**config.mk**
```make
export PLATFORM = sky130hd
export DESIGN_NAME = serial_or16
export DESIGN_NICKNAME = d
export VERILOG_FILES = /design/src/rtl/serial_logic_pkg.sv /design/src/rtl/or_slice.sv /design/src/rtl/serial_or16.sv
export SDC_FILE = /design/constraint.sdc
export NUM_CORES = 1
export LEC_CHECK = 0
export BUFFER_PORTS_ARGS = -buffer_cell sky130_fd_sc_hd__buf_2
export CAP_MARGIN = 30
export CELL_PAD_IN_SITES_DETAIL_PLACEMENT = 0
export CELL_PAD_IN_SITES_GLOBAL_PLACEMENT = 1
export CORE_MARGIN = 3
export CORE_UTILIZATION = 30
export CTS_CLUSTER_DIAMETER = 150
export DETAILED_ROUTE_END_ITERATION = 12
export GPL_TIMING_DRIVEN = 0
export HOLD_SLACK_MARGIN = 0.12
export PLACE_DENSITY = 0.65
export SYNTH_ARGS = -nofsm -noshare
export SYNTH_HDL_FRONTEND = slang
export SYNTH_SLANG_ARGS = --single-unit
```
**constraint.sdc**
```tcl
create_clock -name clk -period 4.7 [get_ports clk]
set_clock_uncertainty 0.15 [all_clocks]
set_input_delay 0.47 -clock clk [delete_from_list [all_inputs] [get_ports clk]]
set_output_delay 0.47 -clock clk [all_outputs]
set_load 0.03 [all_outputs]
```
**src/rtl/serial_logic_pkg.sv**
```systemverilog
// serial_logic_pkg: shared states, op encoding and counter sizing for the bit-serial logic units.
package serial_logic_pkg;
  typedef enum logic [1:0] {IDLE, SHIFT, DONE} serial_state_t;
  typedef enum logic {OP_OR, OP_AND} serial_op_t;
  function automatic int cnt_width(input int steps);
    return (steps > 1) ? $clog2(steps) : 1;
  endfunction
endpackage

```
**src/rtl/or_slice.sv**
```systemverilog
// or_slice: combinational SLICE-bit OR; AND alternative when SERIAL_OR16_OP_SELECT_EN is defined.
module or_slice
  import serial_logic_pkg::*;
#(
  parameter int SLICE = 1
) (
`ifdef SERIAL_OR16_OP_SELECT_EN
  input  serial_op_t       i_op,
`endif
  input  logic [SLICE-1:0] i_a,
  input  logic [SLICE-1:0] i_b,
  output logic [SLICE-1:0] o_y
);
`ifdef SERIAL_OR16_OP_SELECT_EN
  assign o_y = (i_op == OP_AND) ? (i_a & i_b) : (i_a | i_b);
`else
  assign o_y = i_a | i_b;
`endif
endmodule

```
**src/rtl/serial_or16.sv**
```systemverilog
// serial_or16: bit-serial WIDTH-bit OR over valid/ready handshakes, SLICE bits per cycle.
// Optional SERIAL_OR16_OP_SELECT_EN adds an 'op' input selecting OR (0) or AND (1).
module serial_or16
  import serial_logic_pkg::*;
#(
  parameter int WIDTH = 16,
  parameter int SLICE = 1
) (
  input  logic             clk,
  input  logic             reset_n,
`ifdef SERIAL_OR16_OP_SELECT_EN
  input  logic             op,
`endif
  input  logic             in_valid,
  output logic             in_ready,
  input  logic [WIDTH-1:0] a,
  input  logic [WIDTH-1:0] b,
  output logic             out_valid,
  input  logic             out_ready,
  output logic [WIDTH-1:0] out,
  output logic             busy
);
  localparam int STEPS = WIDTH / SLICE;
  localparam int CW = cnt_width(STEPS);
  localparam logic [CW-1:0] LAST = CW'(STEPS - 1);
  serial_state_t    r_state, w_next;
  logic [CW-1:0]    r_cnt;
  logic [WIDTH-1:0] r_sa, r_sb, r_res, r_out, w_res_next;
  logic [SLICE-1:0] w_slice;
  logic             w_accept, w_last;
`ifdef SERIAL_OR16_OP_SELECT_EN
  serial_op_t       r_op;
`endif
  assign w_accept = in_valid && (r_state == IDLE);
  assign w_last = (r_cnt == LAST);
  or_slice #(.SLICE(SLICE)) u_slice (
`ifdef SERIAL_OR16_OP_SELECT_EN
    .i_op(r_op),
`endif
    .i_a(r_sa[SLICE-1:0]),
    .i_b(r_sb[SLICE-1:0]),
    .o_y(w_slice)
  );
  // LSB-first: each new slice enters at the MSB end and older slices move down
  assign w_res_next = WIDTH'({w_slice, r_res} >> SLICE);
  always_comb begin
    w_next = r_state;
    case (r_state)
      IDLE:    w_next = in_valid ? SHIFT : IDLE;
      SHIFT:   w_next = w_last ? DONE : SHIFT;
      DONE:    w_next = out_ready ? IDLE : DONE;
      default: w_next = IDLE;
    endcase
  end
  always_ff @(posedge clk) begin
    if (!reset_n) begin
      r_state <= IDLE;
      r_cnt   <= '0;
      r_sa    <= '0;
      r_sb    <= '0;
      r_res   <= '0;
      r_out   <= '0;
`ifdef SERIAL_OR16_OP_SELECT_EN
      r_op    <= OP_OR;
`endif
    end else begin
      r_state <= w_next;
      if (w_accept) begin
        r_sa  <= a;
        r_sb  <= b;
        r_res <= '0;
        r_cnt <= '0;
`ifdef SERIAL_OR16_OP_SELECT_EN
        r_op  <= serial_op_t'(op);
`endif
      end else if (r_state == SHIFT) begin
        r_sa  <= r_sa >> SLICE;
        r_sb  <= r_sb >> SLICE;
        r_res <= w_res_next;
        r_cnt <= r_cnt + 1'b1;
        if (w_last) r_out <= w_res_next;
      end
    end
  end
  // out only updates on completion, so it holds through acceptance until the next result
  assign out       = r_out;
  assign in_ready  = (r_state == IDLE);
  assign out_valid = (r_state == DONE);
  assign busy      = (r_state == SHIFT);
endmodule

```
==> results.md, run 1 <==
Status:
- The flow ran to the end, and the final reports show no timing, DRC or antenna violations.

Floorplan:
- The die height is around 100 um.
- The floorplan has 35 rows.
- The core region is 9280 um2.
- The horizontal die dimension is 104 um.
- 55 I/O pins were placed.
- The floorplan step defined a die boundary enclosing about 11,000 um2.
- The effective utilization at floorplan is a little under a third.

Cells and area:
- The layout overhead on the synthesized area is 20.5%.
- The proportion of layout cells with a drive suffix above 1 is between 20 and 30%.
- The number of nets in the layout is roughly 450.
- The repair_antennas step left the layout with diodes totalling 0.
- The cell area after layout is about 3500 um2.
- Leaving out fill and tap cells, the most frequent cell in the layout is nand2_1.
- In the layout the commonest cells are nand2_1, a21oi_1, dfxtp_1.

Power:
- Overall power consumption after layout is estimated at 1.20 mW.
- The static power due to leakage is approximately 1.3 nW.
- Power spread over the standard cell area amounts to between 300 and 400 nW/um2.
- The peak supply drop is roughly 140 uV.

Synthesis:
- The number of nets in the synthesized netlist is roughly 380.
- The sequential cell area fraction in the yosys report is 47.9%.
- The synthesized design spends more area on one cell type than any other, namely dfxtp_1.
- The number of instances in the synthesized netlist is between 300 and 400.
- The post-synthesis register bit count is 69.
- During synthesis, Yosys emitted a total of 0 warnings.
- The distinct cell type count of the synthesized netlist is 31.
- After synthesis the cells add up to about 2900 um2.
- The post-synthesis average cell area is about 8.4 um2.
- The fraction of post-synthesis cell area in the top cell type by area is a little under half.
- Ranked by total cell area, the synthesized netlist is headed by dfxtp_1, a21oi_1, nand2_1.

Setup path:
- In this design, the stage delay of the slowest critical-path cell is roughly 310 ps.
- The logic depth of the worst setup path including buffers is 6.
- The kind of end point of the critical path is a primary output.
- Of all nets on the critical path, the largest fanout is 10.
- The critical setup path kind is reg -> out.
- Data arrives at the worst endpoint at about 1700 ps.
- Among the stages of the critical path, the cell type that occurs most often is buf_2.
- Traced cell by cell, the critical path runs through buf_6 -> nand2b_4 -> inv_2 -> buf_2 -> buf_2 -> buf_2.
- The startpoint class of the critical path is a register.
- The number of buffers and inverters on the critical path is 5.
- The required time of the critical path is ~4100 ps.
- The top cell family by delay on the critical path is buffers and inverters.
- The largest individual stage delay along the critical path comes from the cell dfxtp_1.
- Measured in cells, the most critical reg-to-reg path has a length of 6.

Placed design:
- Routability-driven placement finished with a final weighted congestion of slightly above 0.7.
- The HPWL after detailed placement is 4990 um.
- The number of port buffers is 53.
- Once placement finished, the instance area stood at ~3300 um2.

Timing:
- Setup repair after global routing left no endpoint under its margin.
- The number of hold violations in the final report was 0.
- The highest clock rate is 436 MHz.
- For the final routed database, the setup TNS stands at 0 ps.
- The max-slew headroom at the worst pin is approximately two thirds.
- In the finished design, the share of the clock period the worst path needs comes to 48.8%.
- At the pin with the least slew margin, the transition time is ~510 ps.
- The final number of max-transition violations is 0.
- Setup violations remaining at the end of the flow were counted as 0.
- Counting I/O delays and the setup requirement, the final critical path takes 2290 ps.

Clock tree:
- Clock-pin slew was measured on the worst setup and hold paths at about 70 ps.
- Buffers inserted during clock tree synthesis total 9.
- The maximum level of the CTS H-tree is 3.
- The tree is rooted in a clkbuf_8.
- The number of sinks handled by clock tree synthesis is 69.
- Gates resized during post-CTS repair numbered 0.
- The buffer depth of the longest clock path is 2.
- The clock tree from TritonCTS is built.
- The setup fix buffers added after clock tree synthesis is 0.
- The source-to-sink clock delay at the later pin of the worst-skew pair is 340 ps.
- Hold repair after CTS inserted 0 buffers.

Route:
- Dividing the detail-routed wire length by the instance count gives 12.8 um.
- For this run, design rule violations remaining after detail routing come to 0.
- The iteration count of the initial detailed-routing pass is 5.
- Using the TritonRoute via totals, the vias-per-cell ratio works out to 4.57.
- In this run, the number of DRC markers left after iteration 0 of detailed routing was 89.
- The antenna violation net count after detailed routing is 0.
- The total wire length is roughly 6900 um.
- The total via count in the routed design is about 2,500.

Global routing:
- For this run, the total global-route usage over all layers was measured as around an eighth.
- Global routing finished with a remaining overflow of 0.
- The number of antenna violations at the first check in global routing is 0.
- The first global-routing pass estimated around 11,000 um of wire.
- The maximum number of pins on one net before global-route repair is 11.
- The via count of the first global-routing pass came to roughly 2,400.

Hold path:
- The class of the tightest hold or removal check is in -> reg.
- Along the worst hold path, the cell count comes to 3.

Run:
- The tool flagged a number of max-cap violations equal to 0.
[worst paths after layout]
path                                  to  slack [ps]        from
worst max-delay path                busy        2410  r_state[1]
worst min-delay path             r_sa[4]         240        a[4]
worst max register to register   r_sa[7]        3120  r_state[1]
worst min register to register  r_sb[13]         300    r_sb[14]
[per-layer routing]
layer	share of wire [%]	routed length [um]	up-vias	GRT usage [%]
li1	-	-	1289	-
met1	49	3390	1115	17.2
met2	44	3040	57	20.5
met3	5.0	347	12	3.97
met4	1.7	119	0	6.08
met5	0	0	-	0
[tightest hold or removal path, cell delays in order]
cell and delay [ps]:
buf_2 70, o21ai_1 60, a21oi_1 90
[cells by family after synthesis]
group	Yosys count	share of synthesized area [%]
AOI/OAI and AO/OA	107	20.5
buffers and inverters	31	7.15
DFF	69	47.9
and+or+nand+nor	118	17.5
adders and majority gates	1	0.433
xor gates and xnor gates	2	0.607
muxes	17	5.89
[registers in the layout, summed over array words and instances, names as in the netlist]
name     cells
out         16
r_cnt        4
r_res       15
r_sa        16
r_sb        16
r_state      2
[stage by stage]
stage | utilization (%) | hold WS (ps) | cells | worst slack (ps)
after global routing | 37.5 | 229 | 541 | 2300
after floorplan | - | 278 | 345 | 3060
after global placement | 35.7 | 289 | 527 | 2760
after CTS | 37.5 | 222 | 541 | 2370
after detailed placement | 35.7 | 295 | 527 | 2760
final | 37.5 | 239 | 541 | 2410
[cells in the mapped netlist]
| cell type | count |
|---|---|
| a21boi_0 | 2 |
| a21oi_1 | 70 |
| a31oi_1 | 2 |
| and4_4 | 1 |
| buf_2 | 15 |
| buf_4 | 2 |
| buf_6 | 7 |
| buf_8 | 1 |
| clkbuf_1 | 5 |
| dfxtp_1 | 69 |
| ha_1 | 1 |
| inv_2 | 1 |
| mux2i_1 | 17 |
| nand2_1 | 91 |
| nand2_4 | 1 |
| nand2b_4 | 1 |
| nand3_1 | 3 |
| nand3b_1 | 2 |
| nand4_1 | 1 |
| nor2_1 | 9 |
| nor2b_1 | 5 |
| nor3_1 | 2 |
| nor3b_1 | 1 |
| o21a_1 | 2 |
| o21ai_0 | 1 |
| o21ai_1 | 20 |
| o21ai_2 | 7 |
| o221a_2 | 3 |
| or3b_1 | 1 |
| xnor2_1 | 1 |
| xor2_1 | 1 |
[power breakdown]
part / internal (mW) / leakage (nW) / switching, mW
clock: 0.213 / 0.0881 / 0.211
sequential: 0.612 / 0.564 / 0.0155
combinational: 0.0577 / 0.682 / 0.0869
[final cells by class]
class | instances | area [um2]
Clock inverter | 2 | 10.0
Sequential cell | 69 | 1380
Tap cell | 129 | 161
Multi-Input combinational cell | 245 | 1300
Inverter | 1 | 3.75
Fill cell | 1029 | 5810
Clock buffer | 12 | 155
Timing Repair Buffer | 53 | 265
Buffer | 30 | 203
(Power assumes the default switching activity.)
==> run 2, diff against run 1 <==
--- a/config.mk
+++ b/config.mk
@@ -15,7 +15,7 @@
 export DETAILED_ROUTE_END_ITERATION = 12
 export GPL_TIMING_DRIVEN = 0
 export HOLD_SLACK_MARGIN = 0.12
-export PLACE_DENSITY = 0.65
+export PLACE_DENSITY = 0.68
 export SYNTH_ARGS = -nofsm -noshare
 export SYNTH_HDL_FRONTEND = slang
 export SYNTH_SLANG_ARGS = --single-unit
==> constraint.sdc (replaced) <==
create_clock -name clk -period 2.05 [get_ports clk]
set_clock_uncertainty 0.15 [all_clocks]
set_input_delay 0.205 -clock clk [delete_from_list [all_inputs] [get_ports clk]]
set_output_delay 0.205 -clock clk [all_outputs]
set_load 0.03 [all_outputs]
==> run 2 against run 1 <==
Hold slack lost 68 ps; count of clock-buffer cells in the layout decreased by 2; register-to-register slack got worse by 2800 ps; critical path depth fell by 1; worst setup slack lost 2200 ps; sequential cell count unchanged; via count rose by 3.0%; core utilization rose by 3.6 points; critical path type unchanged; largest cell class unchanged.
==> results.md, run 2 (synthesis gave the netlist of run 1 again) <==
Status:
- Status: complete, no violations (unchanged).

Timing:
- The max-slew headroom at the worst pin came to 65.5% (was 66.3%).
- The slew of the pin with the lowest slew margin is 517 ps (was 506 ps).
- The number of hold violations in the final report was 0 (unchanged).
- The sum of negative setup slack came to 0 ps (unchanged).
- The worst path setup slack after routing is 160 ps (was 2410 ps).
- The tightest hold margin was 171 ps (was 239 ps).
- The final critical-path required period is 1890 ps.
- The final number of max-transition violations came to 0 (unchanged).
- The post-route fraction of the period consumed by the critical path is ~92%.
- The highest clock rate is 529 MHz.
- RSZ-0062 raised after global routing: no (unchanged).
- The total of endpoints with negative setup slack in the final report came to 0 (unchanged).

Setup path:
- The sum of buffers and inverters on the critical path is 4 (was 5).
- The kind of end point of the critical path is a primary output (unchanged).
- The top cell family by delay on the critical path was buffers and inverters (unchanged).
- Worst-path cell chain: buf_6 -> nand2b_4 -> inv_2 -> buf_4 -> buf_2 (was buf_6 -> nand2b_4 -> inv_2 -> buf_2 -> buf_2 -> buf_2).
- The required time of the critical path is 1690 ps (was 4080 ps).
- The standard cell with the maximum stage delay on the critical path is dfxtp_1 (unchanged).
- The highest fanout seen on the critical path is 11 (was 10).
- The largest incremental delay on the critical path is 310 ps (about the same).
- The data arrival time of the critical path is 1530 ps (was 1670 ps).
- The critical setup path kind was reg -> out (unchanged).
- The startpoint class of the critical path is a register (unchanged).

Cells and area:
- The proportion of layout cells with a drive suffix above 1 is 24.2% (was 25.5%).
- The commonest non-fill, non-tap cell in the layout is nand2_1 (unchanged).
- The number of nets in the layout is 475 (was 446).
- The number of diodes added for antenna fixing is 0 (unchanged).
- The fraction of the core area covered by cells at the end of the flow is 41.1% (was 37.5%).
- Commonest non-fill, non-tap cells in the layout: nand2_1, a21oi_1, dfxtp_1 (unchanged).
- The layout overhead on the synthesized area is 32.0% (was 20.5%).
- The cell area after layout is 3810 um2 (was 3480 um2).
- The number of non-filler instances in the completed layout is 572 (was 541).

Floorplan:
- The row count is 35 (unchanged).
- The die height is 104 um (unchanged).
- The core area came to 9280 um2 (unchanged).
- The horizontal die dimension is 104 um (unchanged).
- The die footprint is 10,800 um2 (unchanged).
- The number of top-level pins is 55 (unchanged).
- The effective utilization at floorplan is 31.1% (unchanged).

Clock tree:
- The CTS buffer count came to 9 (unchanged).
- The maximum level of the CTS H-tree is 3 (unchanged).
- The source-to-sink clock delay at the later pin of the worst-skew pair is 340 ps (about the same).
- The clock tree from TritonCTS is built (unchanged).
- The number of sinks handled by clock tree synthesis is 69 (unchanged).
- The library cell used as clock root buffer is clkbuf_8 (unchanged).
- The buffer depth of the longest clock path came to 2 (unchanged).
- The clock-pin slew reported for the worst setup and hold paths after clock tree synthesis is 70 ps (about the same).
- The setup fix buffers added after clock tree synthesis is 0 (unchanged).

Global routing:
- The maximum number of pins on one net before global-route repair was 13 (was 11).
- The overall global routing resource usage is 13.2% (was 13.3%).
- The via count of the first global-routing pass came to 2,504 (was 2,354).
- The final global-route overflow total was 0 (unchanged).
- The number of antenna violations at the first check in global routing is 0 (unchanged).
- The global-route wire length before repair is 11,600 um (was 11,500 um).

Route:
- The average via count per standard cell is 4.45 (was 4.57).
- The iteration count of the initial detailed-routing pass is 4 (was 5).
- The sum of met2 wire segment lengths after detailed routing came to 3450 um (was 3040 um).
- The length of routed wiring on met1 came to 3280 um (was 3390 um).
- The antenna violation net count after detailed routing came to 0 (unchanged).
- The number of DRC violations after detailed-routing iteration 0 was 105 (was 89).
- The total wire length came to 6970 um (was 6900 um).
- The average wire per standard cell came to 12.2 um (was 12.8 um).
- The post-route DRC violation count was 0 (unchanged).
- The highest layer used for signal routing is met3 (was met4).
- The total via count in the routed design is 2,547 (was 2,473).
- The routed length on met3 was 243 um (was 347 um).

Power:
- The static power due to leakage is 1.46 nW (was 1.33 nW).
- The overall power consumption came to 2.93 mW (was 1.20 mW).
- The peak supply drop came to 427 uV (was 142 uV).
- The total power per unit cell area was 768 nW/um2 (was 344 nW/um2).

Placed design:
- The total cell area at the placement stage is 3310 um2 (unchanged).
- The number of port buffers is 53 (unchanged).
- The final weighted congestion in routability-driven placement is 0.753 (was 0.723).
- The placed instance count is 527 (unchanged).
- The worst slack after detailed placement is 348 ps (was 2760 ps).
- The HPWL after detailed placement is 4870 um (was 4990 um).

Hold path:
- The class of the tightest hold or removal check is in -> reg (unchanged).

Run:
- The number of max-cap violations is 0 (unchanged).
-- run 2: area by class of cell --
class | count | area (um2)
Fill cell | 998 | 5470
Sequential cell | 69 | 1380
Multi-Input combinational cell | 245 | 1300
Timing Repair Buffer | 83 | 566
Buffer | 29 | 200
Tap cell | 129 | 161
Clock buffer | 10 | 138
Clock inverter | 6 | 62.6
Inverter | 1 | 3.75
-- run 2: worst min-delay path, stage by stage --
cell	delay, ps
clkbuf_1	190
nand2_4	170
a21oi_1	50
-- run 2: worst paths after layout --
check	end	slack (ps)	startpoint	cells after the start
worst max-delay path	busy	160	r_state[1]	5
worst max register to register	out[13]	310	r_state[1]	7
worst min register to register	r_sa[10]	300	r_sa[11]	2
worst min-delay path	r_res[1]	170	reset_n	3
-- run 2: power breakdown --
group	switching, mW	internal [mW]
clock network	0.527	0.590
registers	0.0348	1.40
logic	0.205	0.169
total	0.767	2.16
-- run 2: per-layer routing --
layer | global-route usage, % | vias to the layer above
li1 | - | 1346
met1 | 16.0 | 1154
met2 | 22.8 | 47
met3 | 4.35 | 0
met4 | 2.85 | 0
met5 | 0 | -
-- run 2: what timing repair did --
action	CTS	global route
endpoints found under the setup margin	1	1
gates resized for setup	1	0
hold endpoints to repair	30	0
hold buffers	30	0
